$ cat config.mk
export PLATFORM = sky130hd
export DESIGN_NAME = simd_alu_pipe_param
export DESIGN_NICKNAME = d
export VERILOG_FILES = /design/src/rtl/simd_alu_pipe_param.sv
export SDC_FILE = /design/constraint.sdc
export NUM_CORES = 1
export LEC_CHECK = 0
export CORE_MARGIN = 10
export CORE_UTILIZATION = 45
export CTS_CLUSTER_SIZE = 25
export DETAILED_ROUTE_END_ITERATION = 10
export PLACE_DENSITY = 0.68
export SLEW_MARGIN = 20
export SYNTH_ARGS = -nofsm -noshare
export SYNTH_HDL_FRONTEND = slang
export SYNTH_SLANG_ARGS = --single-unit
$ cat constraint.sdc
create_clock -name clk -period 10.87 [get_ports clk]
set_input_delay 2.174 -clock clk [delete_from_list [all_inputs] [get_ports clk]]
set_output_delay 2.174 -clock clk [all_outputs]
set_load 0.02 [all_outputs]
$ cat src/rtl/simd_alu_pipe_param.sv
// simd_alu_pipe_param
// Two-stage SIMD post-adder ALU. The datapath is NUM_SEG segments of SEG_WIDTH
// bits, split at run time into one lane, two lanes (cut at SPLIT_SEG) or one
// lane per segment. Stage 1 registers the operands. Stage 2 computes
// Zs +/- (W+X+Y+CIN) or a bitwise Zs op X and loads P. Zs may be P itself,
// which gives bubble-free accumulation.
module simd_alu_pipe_param #(
  parameter int NUM_SEG   = 5,
  parameter int SEG_WIDTH = 9,
  parameter int SPLIT_SEG = 3
) (
  input  logic                           clk,
  input  logic                           rst_n,
  input  logic                           in_valid,
  input  logic [NUM_SEG*SEG_WIDTH-1:0]   W,
  input  logic [NUM_SEG*SEG_WIDTH-1:0]   X,
  input  logic [NUM_SEG*SEG_WIDTH-1:0]   Y,
  input  logic [NUM_SEG*SEG_WIDTH-1:0]   Z,
  input  logic                           CIN,
  input  logic [1:0]                     op,
  input  logic                           sub,
  input  logic [1:0]                     simd_mode,
  input  logic                           acc_en,
  input  logic                           clr,
  output logic                           out_valid,
  output logic [NUM_SEG*SEG_WIDTH-1:0]   P,
  output logic [NUM_SEG-1:0]             carry_out
);

  localparam int DW = NUM_SEG * SEG_WIDTH;
  localparam int SW = SEG_WIDTH;

  logic          s1_valid;
  logic [DW-1:0] s1_w, s1_x, s1_y, s1_z;
  logic          s1_cin, s1_sub, s1_acc;
  logic [1:0]    s1_op, s1_mode;

  logic [DW-1:0]      zs;
  logic [DW-1:0]      res;
  logic [NUM_SEG-1:0] res_carry;
  logic [SW+1:0]      t_sum;
  logic [SW:0]        r_sum;
  logic [1:0]         t_c;
  logic               r_c;
  logic               lane_start, lane_end;
  logic               mode_two, mode_seg;

  // Stage 1: capture operands and controls whenever in_valid is high
  always_ff @(posedge clk or negedge rst_n) begin
    // NOTE: the operand registers are reset as well, so stage 2 never computes on X after reset.
    if (!rst_n) begin
      s1_valid <= 1'b0;
      s1_w     <= '0;
      s1_x     <= '0;
      s1_y     <= '0;
      s1_z     <= '0;
      s1_cin   <= 1'b0;
      s1_sub   <= 1'b0;
      s1_acc   <= 1'b0;
      s1_op    <= 2'b00;
      s1_mode  <= 2'b00;
    end else begin
      // NOTE: non-blocking assignments, so every register here samples its pre-edge inputs.
      s1_valid <= in_valid;
      if (in_valid) begin
        s1_w    <= W;
        s1_x    <= X;
        s1_y    <= Y;
        s1_z    <= Z;
        s1_cin  <= CIN;
        s1_sub  <= sub;
        s1_acc  <= acc_en;
        s1_op   <= op;
        s1_mode <= simd_mode;
      end
    end
  end

  assign zs       = s1_acc ? P : s1_z;
  assign mode_two = (s1_mode == 2'b01);
  assign mode_seg = (s1_mode == 2'b10);

  // Stage 2 datapath: segment-serial T and R carry chains, restarted at each lane start
  always_comb begin
    // NOTE: every variable gets a default first, so no path through the loop can infer a latch.
    res        = '0;
    res_carry  = '0;
    t_sum      = '0;
    r_sum      = '0;
    t_c        = 2'b00;
    r_c        = 1'b0;
    lane_start = 1'b0;
    lane_end   = 1'b0;
    case (s1_op)
      2'b01:   res = zs ^ s1_x;
      2'b10:   res = zs & s1_x;
      2'b11:   res = zs | s1_x;
      default: begin
        for (int i = 0; i < NUM_SEG; i++) begin
          lane_start = (i == 0) || mode_seg || (mode_two && (i == SPLIT_SEG));
          lane_end   = (i == NUM_SEG - 1) || mode_seg || (mode_two && (i == SPLIT_SEG - 1));
          if (lane_start) begin
            t_c = (i == 0) ? {1'b0, s1_cin} : 2'b00;
            r_c = 1'b0;
          end
          // T digit: three operands plus a carry of up to 2 from the segment below
          t_sum = {2'b00, s1_w[i*SW +: SW]} + {2'b00, s1_x[i*SW +: SW]}
                + {2'b00, s1_y[i*SW +: SW]} + {{SW{1'b0}}, t_c};
          t_c   = t_sum[SW+1:SW];
          // R digit: Zs plus or minus the T digit, with a one-bit carry or borrow
          if (s1_sub)
            r_sum = {1'b0, zs[i*SW +: SW]} - {1'b0, t_sum[SW-1:0]} - {{SW{1'b0}}, r_c};
          else
            r_sum = {1'b0, zs[i*SW +: SW]} + {1'b0, t_sum[SW-1:0]} + {{SW{1'b0}}, r_c};
          r_c = r_sum[SW];
          res[i*SW +: SW] = r_sum[SW-1:0];
          // Overflow beyond the lane comes from the R chain or from the high part of T
          if (lane_end) res_carry[i] = r_c || (t_c != 2'b00);
        end
      end
    endcase
  end

  // Stage 2 register: clr wins over a load; out_valid follows s1_valid either way
  always_ff @(posedge clk or negedge rst_n) begin
    if (!rst_n) begin
      out_valid <= 1'b0;
      P         <= '0;
      carry_out <= '0;
    end else begin
      out_valid <= s1_valid;
      if (clr) begin
        P         <= '0;
        carry_out <= '0;
      end else if (s1_valid) begin
        P         <= res;
        carry_out <= res_carry;
      end
    end
  end

endmodule

* Word level (Yosys, flattened, before mapping) *
Index checks and enable logic that the tools add are counted.

word-level totals
  memories kept = 0
  RAM bits = 0
  input port bits = 191
  logic and storage cells = 108
  bits in latches = 0
  register bits after elaboration = 239
  ROM bits = 0

cells by class
  reduce and logical (&&, ||, !) cells = 13
  add/sub/neg operators = 35
  $lt $le $gt $ge = 0
  divide/modulo/power cells = 0
  multipliers = 0
  equal/unequal tests = 5
  bitwise gates (word level) = 3
  mux-type cells = 39
  shifts and indexed selects = 0

operators by type and width
  kind                                                  number
  2-to-1 mux 45 bit                                     3
  case mux 45 bit (3 select lines)                      1
  adder 9 x 9 -> 10 bit                                 10
  2-to-1 mux 10 bit                                     10
  adder 10 x 9 -> 11 bit                                5
  adder 11 x 2 -> 11 bit                                5
  adder 10 x 1 -> 10 bit                                5
  subtractor 10 x 1 -> 10 bit                           5
  subtractor 9 x 9 -> 10 bit                            5
  AND 45 bit                                            1
  OR 45 bit                                             1
  bitwise XOR 45 bit                                    1
  2-to-1 mux 2 bit                                      9
  2-to-1 mux 5 bit                                      3
  2-to-1 mux 1 bit                                      13
  nonzero test 2 bit                                    6
  equality test 2 bit (second input constant)           3
  logical OR 1 bit                                      6
  equality test 2 x 1 -> 1 bit (second input constant)  2
  OR reduction 3 bit                                    1

* Logic depth before layout (Yosys ltp) *
  depth in word-level cells = 32
  depth in mapped cells = 58
  mapped depth without buffers = 58

* Worst setup path before layout *
OpenSTA, ideal clock, no wires.

  path kind = register -> register
  start point = register s1_w[0]
  end point = register P[44]
  path slack = -783 ps
  cell stages (with the launch flop) = 55
  arrival time = 11532 ps
  clock period less this slack = 11653 ps
  required time = 10748 ps
  cells stage by stage = dfrtp_1 > fa_1 > ha_1 > fa_1 > a21oi_1 > nor2b_1 > o21ai_0 > a21oi_1 > a21oi_1 > nor2b_1 > o21a_1 > fa_1 > ha_1 > inv_1 > fa_1 > nor2b_1 > o21ai_0 > a21oi_1 > [19 not listed] > ha_1 > inv_1 > ha_1 > o21ai_0 > a21oi_1 > nand3b_1 > mux2i_1 > a211o_1 > or2_2 > fa_1 > fa_1 > o21ba_2 > o211ai_1 > a21oi_1 > o21bai_1 > a21oi_1 > or4_1 > a32o_1

between the ends
  longest elaborated chain between the ends = 30
  elaborated cells between the ends (all ways) = 56
  those cells by class = add/sub: 27; mux: 29

RTL lines
  what                                                                          RTL line  RTL
  from (decl)                                                                   34        logic [DW-1:0] s1_w, s1_x, s1_y, s1_z;
  from (signal assigned)                                                        53        s1_w <= '0;
  from (signal assigned)                                                        66        s1_w <= W;
  adder 9 x 9 -> 10 bit *                                                       107       t_sum = {2'b00, s1_w[i*SW +: SW]} + {2'b00, s1_x[i*SW +: SW]}
  adder 10 x 9 -> 11 bit *                                                      108       + {2'b00, s1_y[i*SW +: SW]} + {{SW{1'b0}}, t_c};
  adder 11 x 2 -> 11 bit *                                                      108
  adder 9 x 9 -> 10 bit / subtractor 9 x 9 -> 10 bit (equally long branches)    114, 112
  adder 10 x 1 -> 10 bit / subtractor 10 x 1 -> 10 bit (equally long branches)  114, 112
  2-to-1 mux 10 bit                                                             111       if (s1_sub)
  2-to-1 mux 10 bit                                                             94        case (s1_op)
  2-to-1 mux 1 bit                                                              102       if (lane_start) begin
  [14 not listed]                                                               n/a
  2-to-1 mux 1 bit                                                              102
  2-to-1 mux 1 bit                                                              94
  adder 10 x 1 -> 10 bit / subtractor 10 x 1 -> 10 bit (equally long branches)  114, 112
  2-to-1 mux 10 bit *                                                           111
  2-to-1 mux 10 bit *                                                           94
  case mux 45 bit (3 select lines) *                                            94
  2-to-1 mux 45 bit *                                                           135       end else if (s1_valid) begin
  2-to-1 mux 45 bit *                                                           132       if (clr) begin
  to (signal assigned)                                                          136       P <= res;
  to (decl)                                                                     26        output logic [NUM_SEG*SEG_WIDTH-1:0] P,

Mark *: on every way between the ends. The rest lies on a longest branch, timed or not. The select of a mux whose other input is x is not followed.
A chain may end at the register's enable or synchronous reset.

* Final worst setup path *
Ends and elaborated chain as after synthesis.

==> summary.txt <==
Outcome
  • Status: finished, violations left
  • Violated checks: setup timing

Worst setup path
  • Kind of critical path: register to register
  • Most used cell along the critical path: a21oi_2
  • Reg2reg path depth: between 50 and 60
  • CP Launch Type: register
  • CP max-delay cell: or4_4
  • Req. time, crit path: 11,350 ps
  • CP max FO: 2
  • Setup crit end kind: register
  • CP peak stage delay: 560 ps
  • Critical path arrival: around 12,000 ps

GRT
  • Largest net degree at the start of global routing: a little over 80
  • Number of global-route vias before repair: roughly 18,000
  • First-pass GRT wire length: 97,000 um
  • All-layer global routing usage: around 23%
  • Initial antenna violation count: 0
  • Grt ovf: 0

Synthesis
  • Area share of the largest cell type after synthesis: between 30% and 40%
  • Synth top cells by count: ha_1, dfrtp_1, inv_1, o21ai_0, mux2_2
  • Number of synthesized flops with an enable pin: 0
  • Synth Flop Type: dfrtp_1
  • Syn_area_per_cell: about 10 um2
  • Ranking of synthesized cells by area: dfrtp_1, ha_1, mux2_2, fa_1, inv_1
  • Register area share after synthesis: a little under a third
  • Leading area contributor after synthesis: dfrtp_1
  • Synth Warn #: 0
  • Distinct cell type count after synthesis: 58
  • Post-synth ARST share: 100%
  • Post-synthesis cell area: 19,500 um2
  • Post-synthesis instance total: between 1,500 and 2,000
  • Top-count cell post-synth: ha_1
  • Seq cells post-synth: ~240
  • Synth Net Count: roughly 2,500

Finish
  • Share of cells above drive strength 1: approximately a quarter
  • N_diodes: 0
  • # nets final: 3,001
  • Final Non-Filler Cells: 3,066
  • Area grow syn2layout: 36.0%

Route
  • DR pass1 iterations: 5
  • Routed length per placed instance: 19.8 um
  • Vias per std cell: between 5 and 6
  • DRT Wirelength: slightly above 60,000 um
  • Routed Antenna Nets: 0
  • DRC Markers: 0
  • Initial DRC Count: between 900 and 1,000
  • DR vias: 16,458

Min path
  • WHS Path Cells: 1
  • Hold Crit Class: register to register

STA
  • Slew margin rel.: approximately 33%
  • Fin. max-slew vios: 0
  • Clock skew: 15.1 ps
  • Crit share post-route: 105%
  • Fin crit period: 11,460 ps
  • Endpoints failing hold: 0
  • Hold WS: approximately 500 ps
  • Max Fclk: approximately 0.087 GHz
  • Total negative slack: -1850 ps
  • Final setup viols: 6
  • Setup WS post-layout: -595 ps
  • Worst-Margin Slew: roughly 1000 ps
  • RSZ-0062 raised after global routing: yes

Die
  • Initial Util: between 40 and 50%
  • Ports: 242
  • Row Count: between 70 and 80
  • Core Footprint: 42,900 um2
  • Die area: 52,000 um2
  • Die Width: 228 um
  • Die Ht: 228 um

Power
  • Total power: approximately 0.0094 W
  • Sw power: just over 0.004 W
  • Switching Share: 43.3%
  • Logic pwr share: 76.6%
  • Power density over the cells: approximately 350 nW/um2
  • Internal power: roughly 0.0053 W
  • Flop pwr share: about an eighth
  • Clk pwr share: about 12%
  • Pleak: between 10 and 15 nW
  • Max VDD drop: 0.224 mV

Clocking
  • CTS max path bufs: 3
  • CTS Buf Count: 30
  • H-tree depth: 1
  • Clock sinks: around 240
  • Clock latency on the worst-skew pair: 600 ps
  • Worst-path clk slew: 60 ps
  • Root Driver: clkbuf_16
  • Hold Buf Count CTS: 0
  • CTS tree: yes

Place
  • Placed Cells: approximately 2,900
  • HPWL after DPL: about 43,000 um
  • I/O Buffers: about 240
  • Final Wtd Congestion: around 0.9

Run
  • Max cap viols: 0
## routing by layer
metal / vias up / share of wire [%] / global-route usage (%)
met5: - / 0 / 0
met4: 0 / 3.2 / 7.33
met3: 101 / 4.5 / 3.40
met2: 426 / 48 / 38.4
met1: 8112 / 45 / 29.9
li1: 7819 / - / -
## registers in the layout, indices dropped and copies added (netlist names)
register,flops
s1_acc,1
P,45
carry_out,5
s1_cin,1
s1_y,45
s1_op,2
s1_x,45
s1_sub,1
s1_w,45
s1_z,45
s1_mode,2
s1_valid,1
out_valid,1
## placed cells by master (no fill, tap or decap), types with 13 or more instances in the layout
cell             count
nand2_1            132
a21oi_2             22
buf_4              287
xor2_1              29
ha_4                18
o21ai_0            139
mux2_2             139
xnor2_1             61
nand3_1             14
a21o_1              24
nor2_1              87
fa_2                18
fa_1                54
ha_1               257
o21a_1              13
clkdlybuf4s50_1    239
a211oi_1            22
mux2i_1             59
a21oi_1             90
nand2b_1            21
clkbuf_16           31
dfrtp_1            235
inv_1              195
## worst max-delay path: cells and delay by family (launching register included)
kind                     cells  cell delay, ps
AO/OA/AOI/OAI               24            3650
XOR/XNOR                     2             330
adder cells (fa/ha/maj)     13            3990
buffers and inverters        8             810
flip-flops                   1             390
AND/OR/NAND/NOR              9            2190
## power groups by stage
stage | combinational (W) | sequential [W] | clock (W)
2_1_floorplan | 0.00376 | 0.00115 | 0
3_3_place_gp | 0.00592 | 0.00113 | 0
3_5_place_dp | 0.00602 | 0.00114 | 0
4_1_cts | 0.00667 | 0.00112 | 0.00109
5_1_grt | 0.00792 | 0.00114 | 0.00113
6_report | 0.00720 | 0.00112 | 0.00108
## path summary, 6_finish.rpt
path / startpoint / endpoint / slack [ps]
hold / removal: carry_out[3] / carry_out[3] / 500
setup / recovery: s1_w[0] / P[44] / -590
hold reg to reg: carry_out[3] / carry_out[3] / 500
min in group asynchronous: rst_n / s1_y[0] / 1480
setup reg to reg: s1_w[0] / P[44] / -590
max in group asynchronous: rst_n / s1_op[1] / 7370
## stage by stage
step | utilization [%] | instance area [um2] | setup WS [ps]
CTS | 60.8 | 26100 | -305
detailed placement | 55.9 | 24000 | -999
finish | 61.7 | 26500 | -595
floorplan | - | 19600 | 1.86
global route | 61.7 | 26500 | -967
global placement | 55.9 | 24000 | -800
## what timing repair did
| action | in CTS | in global routing |
|---|---|---|
| gates resized for setup | 100 | 61 |
| pin swaps | 61 | 67 |
| endpoints found under the hold margin | 0 | 0 |
| buffers inserted | 80 | 21 |
| setup endpoints to repair | 9 | 11 |
## kinds of logic after synthesis
family | Yosys count | synth area share [%]
multiplexers | 203 | 11.6
adder cells (fa/ha/maj) | 353 | 25.5
AND/OR/NAND/NOR | 338 | 7.84
buffers and inverters | 281 | 5.46
XOR/XNOR | 95 | 4.27
flip-flops | 239 | 30.7
AO/OA/AOI/OAI | 459 | 14.6
## final cells by class
type	instances	area, um2
clock buffers	40	900
clock inverters	15	173
flip-flops and latches	239	5990
fillers	3496	16400
inverters	206	778
repair buffers	533	4630
well taps	585	732
multi-input cells	1448	13300
Note: power is estimated with default switching activity, not from simulation.
